<file path="src/rtl/vram_port_arbiter.sv">
// Round-robin arbiter multiplexing NUM_PORTS VRAM clients plus periodic refresh
// onto a single read/write/refresh/busy memory-controller interface.
module vram_port_arbiter #(
  parameter int NUM_PORTS        = 4,
  parameter int ADDR_WIDTH       = 17,
  parameter int DATA_WIDTH       = 32,
  parameter int REFRESH_INTERVAL = 1024
) (
  input  logic                             clk,
  input  logic                             reset_n,
  input  logic [NUM_PORTS-1:0]             port_req,
  input  logic [NUM_PORTS-1:0]             port_wr,
  input  logic [NUM_PORTS*ADDR_WIDTH-1:0]  port_addr,
  input  logic [NUM_PORTS*2-1:0]           port_size,
  input  logic [NUM_PORTS*DATA_WIDTH-1:0]  port_din,
  output logic [NUM_PORTS-1:0]             port_ack,
  output logic [NUM_PORTS-1:0]             port_rvalid,
  output logic [DATA_WIDTH-1:0]            port_dout,
  output logic                             mem_read,
  output logic                             mem_write,
  output logic                             mem_refresh,
  input  logic                             mem_busy,
  output logic [ADDR_WIDTH-1:0]            mem_addr,
  output logic [DATA_WIDTH-1:0]            mem_din,
  output logic [1:0]                       mem_size,
  input  logic [DATA_WIDTH-1:0]            mem_dout,
  output logic                             refresh_overrun
);

  localparam int unsigned NP = NUM_PORTS;
  localparam int GW = (NUM_PORTS > 1) ? $clog2(NUM_PORTS) : 1;
  localparam int CW = $clog2(REFRESH_INTERVAL);

  localparam logic [1:0] S_IDLE       = 2'd0;
  localparam logic [1:0] S_ISSUE      = 2'd1;
  localparam logic [1:0] S_WAIT_START = 2'd2;
  localparam logic [1:0] S_WAIT_DONE  = 2'd3;

  logic [1:0]            r_state;
  logic [GW-1:0]         r_grant;
  logic [GW-1:0]         r_last;
  logic                  r_wr;
  logic                  r_is_ref;
  logic [CW-1:0]         r_rcnt;
  logic                  r_pend;
  logic                  r_ovr;
  logic [NUM_PORTS-1:0]  r_ack;
  logic [NUM_PORTS-1:0]  r_rvalid;
  logic [DATA_WIDTH-1:0] r_dout;
  logic                  r_rd_stb;
  logic                  r_wr_stb;
  logic                  r_ref_stb;
  logic [ADDR_WIDTH-1:0] r_mem_addr;
  logic [DATA_WIDTH-1:0] r_mem_din;
  logic [1:0]            r_mem_size;

  logic                  w_expire;
  logic                  w_refresh_due;
  logic                  w_refresh_take;
  logic [NUM_PORTS-1:0]  w_req;
  logic                  w_pick_valid;
  logic [GW-1:0]         w_pick;
  logic [GW-1:0]         w_cand;
  int unsigned           w_idx;
  logic [ADDR_WIDTH-1:0] w_sel_addr;
  logic [DATA_WIDTH-1:0] w_sel_din;
  logic [1:0]            w_sel_size;
  logic                  w_sel_wr;

  assign w_expire       = (r_rcnt == '0);
  // An expiry in the same cycle as an idle decision is served immediately.
  assign w_refresh_due  = r_pend | w_expire;
  assign w_refresh_take = (r_state == S_IDLE) && !mem_busy && w_refresh_due;
  // A client sees its ack one edge late, so its still-high req is ignored then.
  assign w_req          = port_req & ~r_ack;

  always_comb begin
    w_pick_valid = 1'b0;
    w_pick       = '0;
    w_cand       = '0;
    w_idx        = 0;
    for (int unsigned k = 1; k <= NP; k++) begin
      w_idx = 32'(r_last) + k;
      if (w_idx >= NP) w_idx = w_idx - NP;
      w_cand = GW'(w_idx);
      if (!w_pick_valid && w_req[w_cand]) begin
        w_pick_valid = 1'b1;
        w_pick       = w_cand;
      end
    end
  end

  always_comb begin
    w_sel_addr = '0;
    w_sel_din  = '0;
    w_sel_size = '0;
    w_sel_wr   = 1'b0;
    for (int unsigned i = 0; i < NP; i++) begin
      if (w_pick == GW'(i)) begin
        w_sel_addr = port_addr[i*ADDR_WIDTH +: ADDR_WIDTH];
        w_sel_din  = port_din[i*DATA_WIDTH +: DATA_WIDTH];
        w_sel_size = port_size[i*2 +: 2];
        w_sel_wr   = port_wr[i];
      end
    end
  end

  always_ff @(posedge clk or negedge reset_n) begin
    if (!reset_n) begin
      r_rcnt <= CW'(REFRESH_INTERVAL - 1);
      r_pend <= 1'b0;
      r_ovr  <= 1'b0;
    end else begin
      r_rcnt <= w_expire ? CW'(REFRESH_INTERVAL - 1) : r_rcnt - CW'(1);
      r_pend <= w_refresh_due & ~w_refresh_take;
      if (w_expire && r_pend) r_ovr <= 1'b1;
    end
  end

  always_ff @(posedge clk or negedge reset_n) begin
    if (!reset_n) begin
      r_state    <= S_IDLE;
      r_grant    <= '0;
      r_last     <= GW'(NUM_PORTS - 1);
      r_wr       <= 1'b0;
      r_is_ref   <= 1'b0;
      r_ack      <= '0;
      r_rvalid   <= '0;
      r_dout     <= '0;
      r_rd_stb   <= 1'b0;
      r_wr_stb   <= 1'b0;
      r_ref_stb  <= 1'b0;
      r_mem_addr <= '0;
      r_mem_din  <= '0;
      r_mem_size <= '0;
    end else begin
      r_ack     <= '0;
      r_rvalid  <= '0;
      r_rd_stb  <= 1'b0;
      r_wr_stb  <= 1'b0;
      r_ref_stb <= 1'b0;
      case (r_state)
        S_IDLE: begin
          if (w_refresh_take) begin
            r_ref_stb <= 1'b1;
            r_is_ref  <= 1'b1;
            r_state   <= S_WAIT_START;
          end else if (!mem_busy && w_pick_valid) begin
            r_is_ref   <= 1'b0;
            r_grant    <= w_pick;
            r_last     <= w_pick;
            r_wr       <= w_sel_wr;
            r_mem_addr <= w_sel_addr;
            r_mem_din  <= w_sel_din;
            r_mem_size <= w_sel_size;
            r_rd_stb   <= ~w_sel_wr;
            r_wr_stb   <= w_sel_wr;
            r_state    <= S_ISSUE;
          end
        end
        S_ISSUE: r_state <= S_WAIT_START;
        S_WAIT_START: begin
          if (mem_busy) r_state <= S_WAIT_DONE;
        end
        S_WAIT_DONE: begin
          if (!mem_busy) begin
            if (!r_is_ref) begin
              r_ack[r_grant] <= 1'b1;
              if (!r_wr) begin
                r_rvalid[r_grant] <= 1'b1;
                r_dout            <= mem_dout;
              end
            end
            r_state <= S_IDLE;
          end
        end
        default: r_state <= S_IDLE;
      endcase
    end
  end

  assign port_ack        = r_ack;
  assign port_rvalid     = r_rvalid;
  assign port_dout       = r_dout;
  assign mem_read        = r_rd_stb;
  assign mem_write       = r_wr_stb;
  assign mem_refresh     = r_ref_stb;
  assign mem_addr        = r_mem_addr;
  assign mem_din         = r_mem_din;
  assign mem_size        = r_mem_size;
  assign refresh_overrun = r_ovr;

endmodule

</file>
<file path="config.mk">
export PLATFORM = sky130hd
export DESIGN_NAME = vram_port_arbiter
export DESIGN_NICKNAME = d
export VERILOG_FILES = /design/src/rtl/vram_port_arbiter.sv
export SDC_FILE = /design/constraint.sdc
export NUM_CORES = 1
export LEC_CHECK = 0
export BUFFER_PORTS_ARGS = -buffer_cell sky130_fd_sc_hd__buf_4
export CAP_MARGIN = 20
export CORE_ASPECT_RATIO = 2
export CORE_MARGIN = 10
export CORE_UTILIZATION = 45
export DETAILED_ROUTE_END_ITERATION = 6
export PLACE_DENSITY = 0.82
export SYNTH_ARGS = -nofsm -noshare
export SYNTH_HDL_FRONTEND = slang
export SYNTH_SLANG_ARGS = --single-unit
</file>
<file path="constraint.sdc">
create_clock -name clk -period 3.7 [get_ports clk]
set_input_delay 0.74 -clock clk [delete_from_list [all_inputs] [get_ports clk]]
set_output_delay 0.74 -clock clk [all_outputs]
set_load 0.05 [all_outputs]
</file>
==> results.toml <==
[timing]
final_period_minus_worst_setup_slack_ns = 3.077
relSlewSlack_pct = 55.04
final-hold-violation-count = 0
final_max_slew_viol_count = 0
layout_worst_path_cycle_share_pct = 83.17
postLayoutSetupSlackWorst_ns = 0.6228
setup_violations = 0
timing.hold.ws_ns = 0.3359
worst_clock_skew_ns = 0.01102
rsz0062_at_grt = "false"
worst_pin_slew_ns = 0.6744
maxClockFrequency_mhz = 325.0
setup-tns-final_ns = 0

[final_layout]
drive_above_1_share_pct = 55.42
area_delta_synth_final_pct = 55.10
nNetsFinal = 1059
final_cell_mix = "sky130_fd_sc_hd__buf_4, sky130_fd_sc_hd__nand2_1, sky130_fd_sc_hd__dfrtp_1"
filler_cell_count = 910
mostFrequentLayoutCell = "sky130_fd_sc_hd__buf_4"

[cts]
cts.path.max_buffers = 2
cts.hold.buffers_added = 0
cts-resized-gates = 0
worst_skew_pair.late_latency_ns = 0.40
tritoncts_num_sinks = 114
tritoncts.num_buffers = 17
clkSlewWorstSetupHoldPaths_ns = 0.06
cts-root-buf = "sky130_fd_sc_hd__clkbuf_16"
htree_num_levels = 4
cts_tree = "done"
post_cts_buffers = 0

[logic_synthesis]
synth.lib_cells_used.distinct = 52
yosys_warnings = 0
synth_edf_count = 0
synth_seq_area_share_pct = 47.64
synthesized_instance_count = 463
synth.top_cells.by_area = "sky130_fd_sc_hd__dfrtp_1, sky130_fd_sc_hd__mux4_1, sky130_fd_sc_hd__nand2_1, sky130_fd_sc_hd__mux2_2, sky130_fd_sc_hd__dfstp_2"
syn-num-nets = 714
synth_largest_type_area_fraction_pct = 42.40
synth_largest_area_cell = "sky130_fd_sc_hd__dfrtp_1"
postSynth.topFlopCell = "sky130_fd_sc_hd__dfrtp_1"
synth_area_per_cell_um2 = 13.00
syn-cell-area_mm2 = 0.006020
async_reset_ff_share_pct = 100.0
synth_seq_cells = 114

[pwr]
leakage_nw = 4.695
sequentialPowerShare_pct = 25.5
share_clk_of_total_power_pct = 20.0
combinationalPowerShare_pct = 54.5
switching_share_pct = 45.61
internal-power_mw = 4.376
power.total_mw = 8.045
power.density_mw_per_mm2 = 861.7
netSwitchingPower_mw = 3.670
worst_ir_drop_vdd_mv = 0.4709

[critical_path]
critPathKind = "register to register"
regToRegSetupSlack_ns = 0.62
timing.critical_path.buf_inv = 2
crit_path_top_delay_cell = "sky130_fd_sc_hd__or4_2"
crit_reg_reg_endpoint = "mem_din[31]"
max_stage_delay_ns = 0.59
critical_path.max_fanout = 27
reg2reg_start = "r_rcnt[0]"
critPathCaptureType = "register"
start_kind = "register"
timing.critical_path.required_ns = 3.98
critical_path.cell_chain = "inv_1 > ha_1 > or3b_1 > nor4bb_2 > or4_2 > buf_4 > mux2_2"
arrival_ns = 3.36
cpLargestDelayFamily = "simple AND/OR/NAND/NOR gates"
rr_worst_depth = 7

[floorplanning]
core_area_mm2 = 0.01307
chipWidth_um = 101.8
pin_count = 342
die-area_mm2 = 0.01868
initial_core_util_pct = 46.07
num_rows = 59
die_height_um = 183.6

[global_routing]
total_track_usage_pct = 25.39
largest_net_degree_at_the_start_of_global_routing = 74
overflow_left_after_global_routing = 0
via_count_of_the_first_global_routing_pass = 6154
grt_first_pass_wirelength_mm = 35.13
grt_antenna_before_repair = 1

[detailed_routing]
via_per_inst = 5.489
drt_iter0_drc = 151
aggregate_routed_wire_length_mm = 23.86
drt-pass1-iter-count = 5
route.vias.total = 5357
drt-wirelength-per-cell_um = 24.45
drcViolationCount = 0
ant_nets = 0

[flow_run]
maxCapViolCount = 0

[placed_design]
place_worst_setup_slack_ns = 0.4523
place.detailed.hpwl_mm = 19.87
port_buffers = 341
globalplace.congestion = 0.9313

[worst_hold_path]
hp-class = "input pin to asynchronous set/reset pin"

[run_status]
status = "completed"
cells by family (layout without fill, tap and decap cells):
group,after synthesis,after routing,share of synthesized area [%]
other,0,3,0
muxes,98,98,29.43
AOI/OAI and AO/OA,43,43,5.903
and+or+nand+nor,151,151,11.10
buffers and inverters,46,404,4.032
DFF,114,114,47.64
xor gates and xnor gates,6,6,0.8732
adders and majority gates,5,5,1.019
worst reg2reg max path, cell delays in order (launching register included):
cell	delay (ns)
sky130_fd_sc_hd__dfstp_2	0.37
sky130_fd_sc_hd__inv_1	0.05
sky130_fd_sc_hd__ha_1	0.16
sky130_fd_sc_hd__or3b_1	0.45
sky130_fd_sc_hd__nor4bb_2	0.48
sky130_fd_sc_hd__or4_2	0.59
sky130_fd_sc_hd__buf_4	0.45
sky130_fd_sc_hd__mux2_2	0.40
routing by layer:
layer	GRT usage [%]	wire length, µm	vias up
met5	1.136	0	-
met3	9.187	2126	59
met1	24.32	7701	2601
met4	14.16	1210	0
met2	45.04	12830	287
li1	-	-	2410
state kept, by name, indices dropped and copies added (netlist names):
name / cells
r_grant: 2
mem_din: 32
mem_write: 1
port_dout: 32
r_pend: 1
mem_read: 1
refresh_overrun: 1
mem_addr: 17
port_ack: 4
port_rvalid: 4
r_last: 2
r_state: 2
mem_refresh: 1
r_rcnt: 10
r_wr: 1
r_is_ref: 1
mem_size: 2
power groups by stage:
stage	Clock [mW]	Sequential, mW	Combinational, mW
2_1_floorplan	0	3.60	1.38
3_3_place_gp	0	2.03	4.28
3_5_place_dp	0	2.06	4.40
4_1_cts	1.63	2.05	4.42
5_1_grt	1.69	2.11	4.60
6_report	1.61	2.05	4.38
synth_stat cells (5+ instances only):
library cell	instances
sky130_fd_sc_hd__a221oi_1	6
sky130_fd_sc_hd__buf_2	12
sky130_fd_sc_hd__mux2i_1	6
sky130_fd_sc_hd__mux2_1	10
sky130_fd_sc_hd__o21ai_0	5
sky130_fd_sc_hd__inv_1	20
sky130_fd_sc_hd__nor3_1	6
sky130_fd_sc_hd__mux2_2	36
sky130_fd_sc_hd__mux4_1	42
sky130_fd_sc_hd__dfrtp_1	102
sky130_fd_sc_hd__nand2_1	109
sky130_fd_sc_hd__clkbuf_1	7
sky130_fd_sc_hd__dfstp_2	12
sky130_fd_sc_hd__a2111oi_0	10
sky130_fd_sc_hd__nor2_1	16
how the worst max path moves through the flow:
| stage | from | endpoint | slack [ns] | depth (start not counted) |
|---|---|---|---|---|
| floorplan | port_req[3] | mem_addr[11] | 0.94 | 6 |
| global placement | port_req[3] | mem_addr[11] | 0.54 | 7 |
| detailed placement | port_req[3] | mem_addr[7] | 0.45 | 7 |
| CTS | r_rcnt[0] | mem_din[29] | 0.62 | 7 |
| global route | r_rcnt[0] | mem_din[15] | 0.48 | 7 |
| finish | r_rcnt[0] | mem_din[31] | 0.62 | 7 |
per-stage QoR:
stage	cells	util [%]	cell area, µm²
2_1_floorplan	463	-	6020
3_3_place_gp	941	66.93	8746
3_5_place_dp	941	66.93	8746
4_1_cts	973	71.40	9329
5_1_grt	974	71.42	9331
6_report	976	71.45	9336
final cells by class:
class | count | area, µm² | area share (%)
timing repair buffer | 352 | 2693 | 28.84
multi-input combinational | 303 | 2920 | 31.28
inverter | 20 | 75.07 | 0.8041
antenna | 3 | 7.507 | 0.08041
sequential | 114 | 2868 | 30.72
clock inverter | 15 | 157.7 | 1.689
clock buffer | 17 | 425.4 | 4.556
tap | 152 | 190.2 | 2.037
Note: power is estimated with default switching activity, not from simulation.
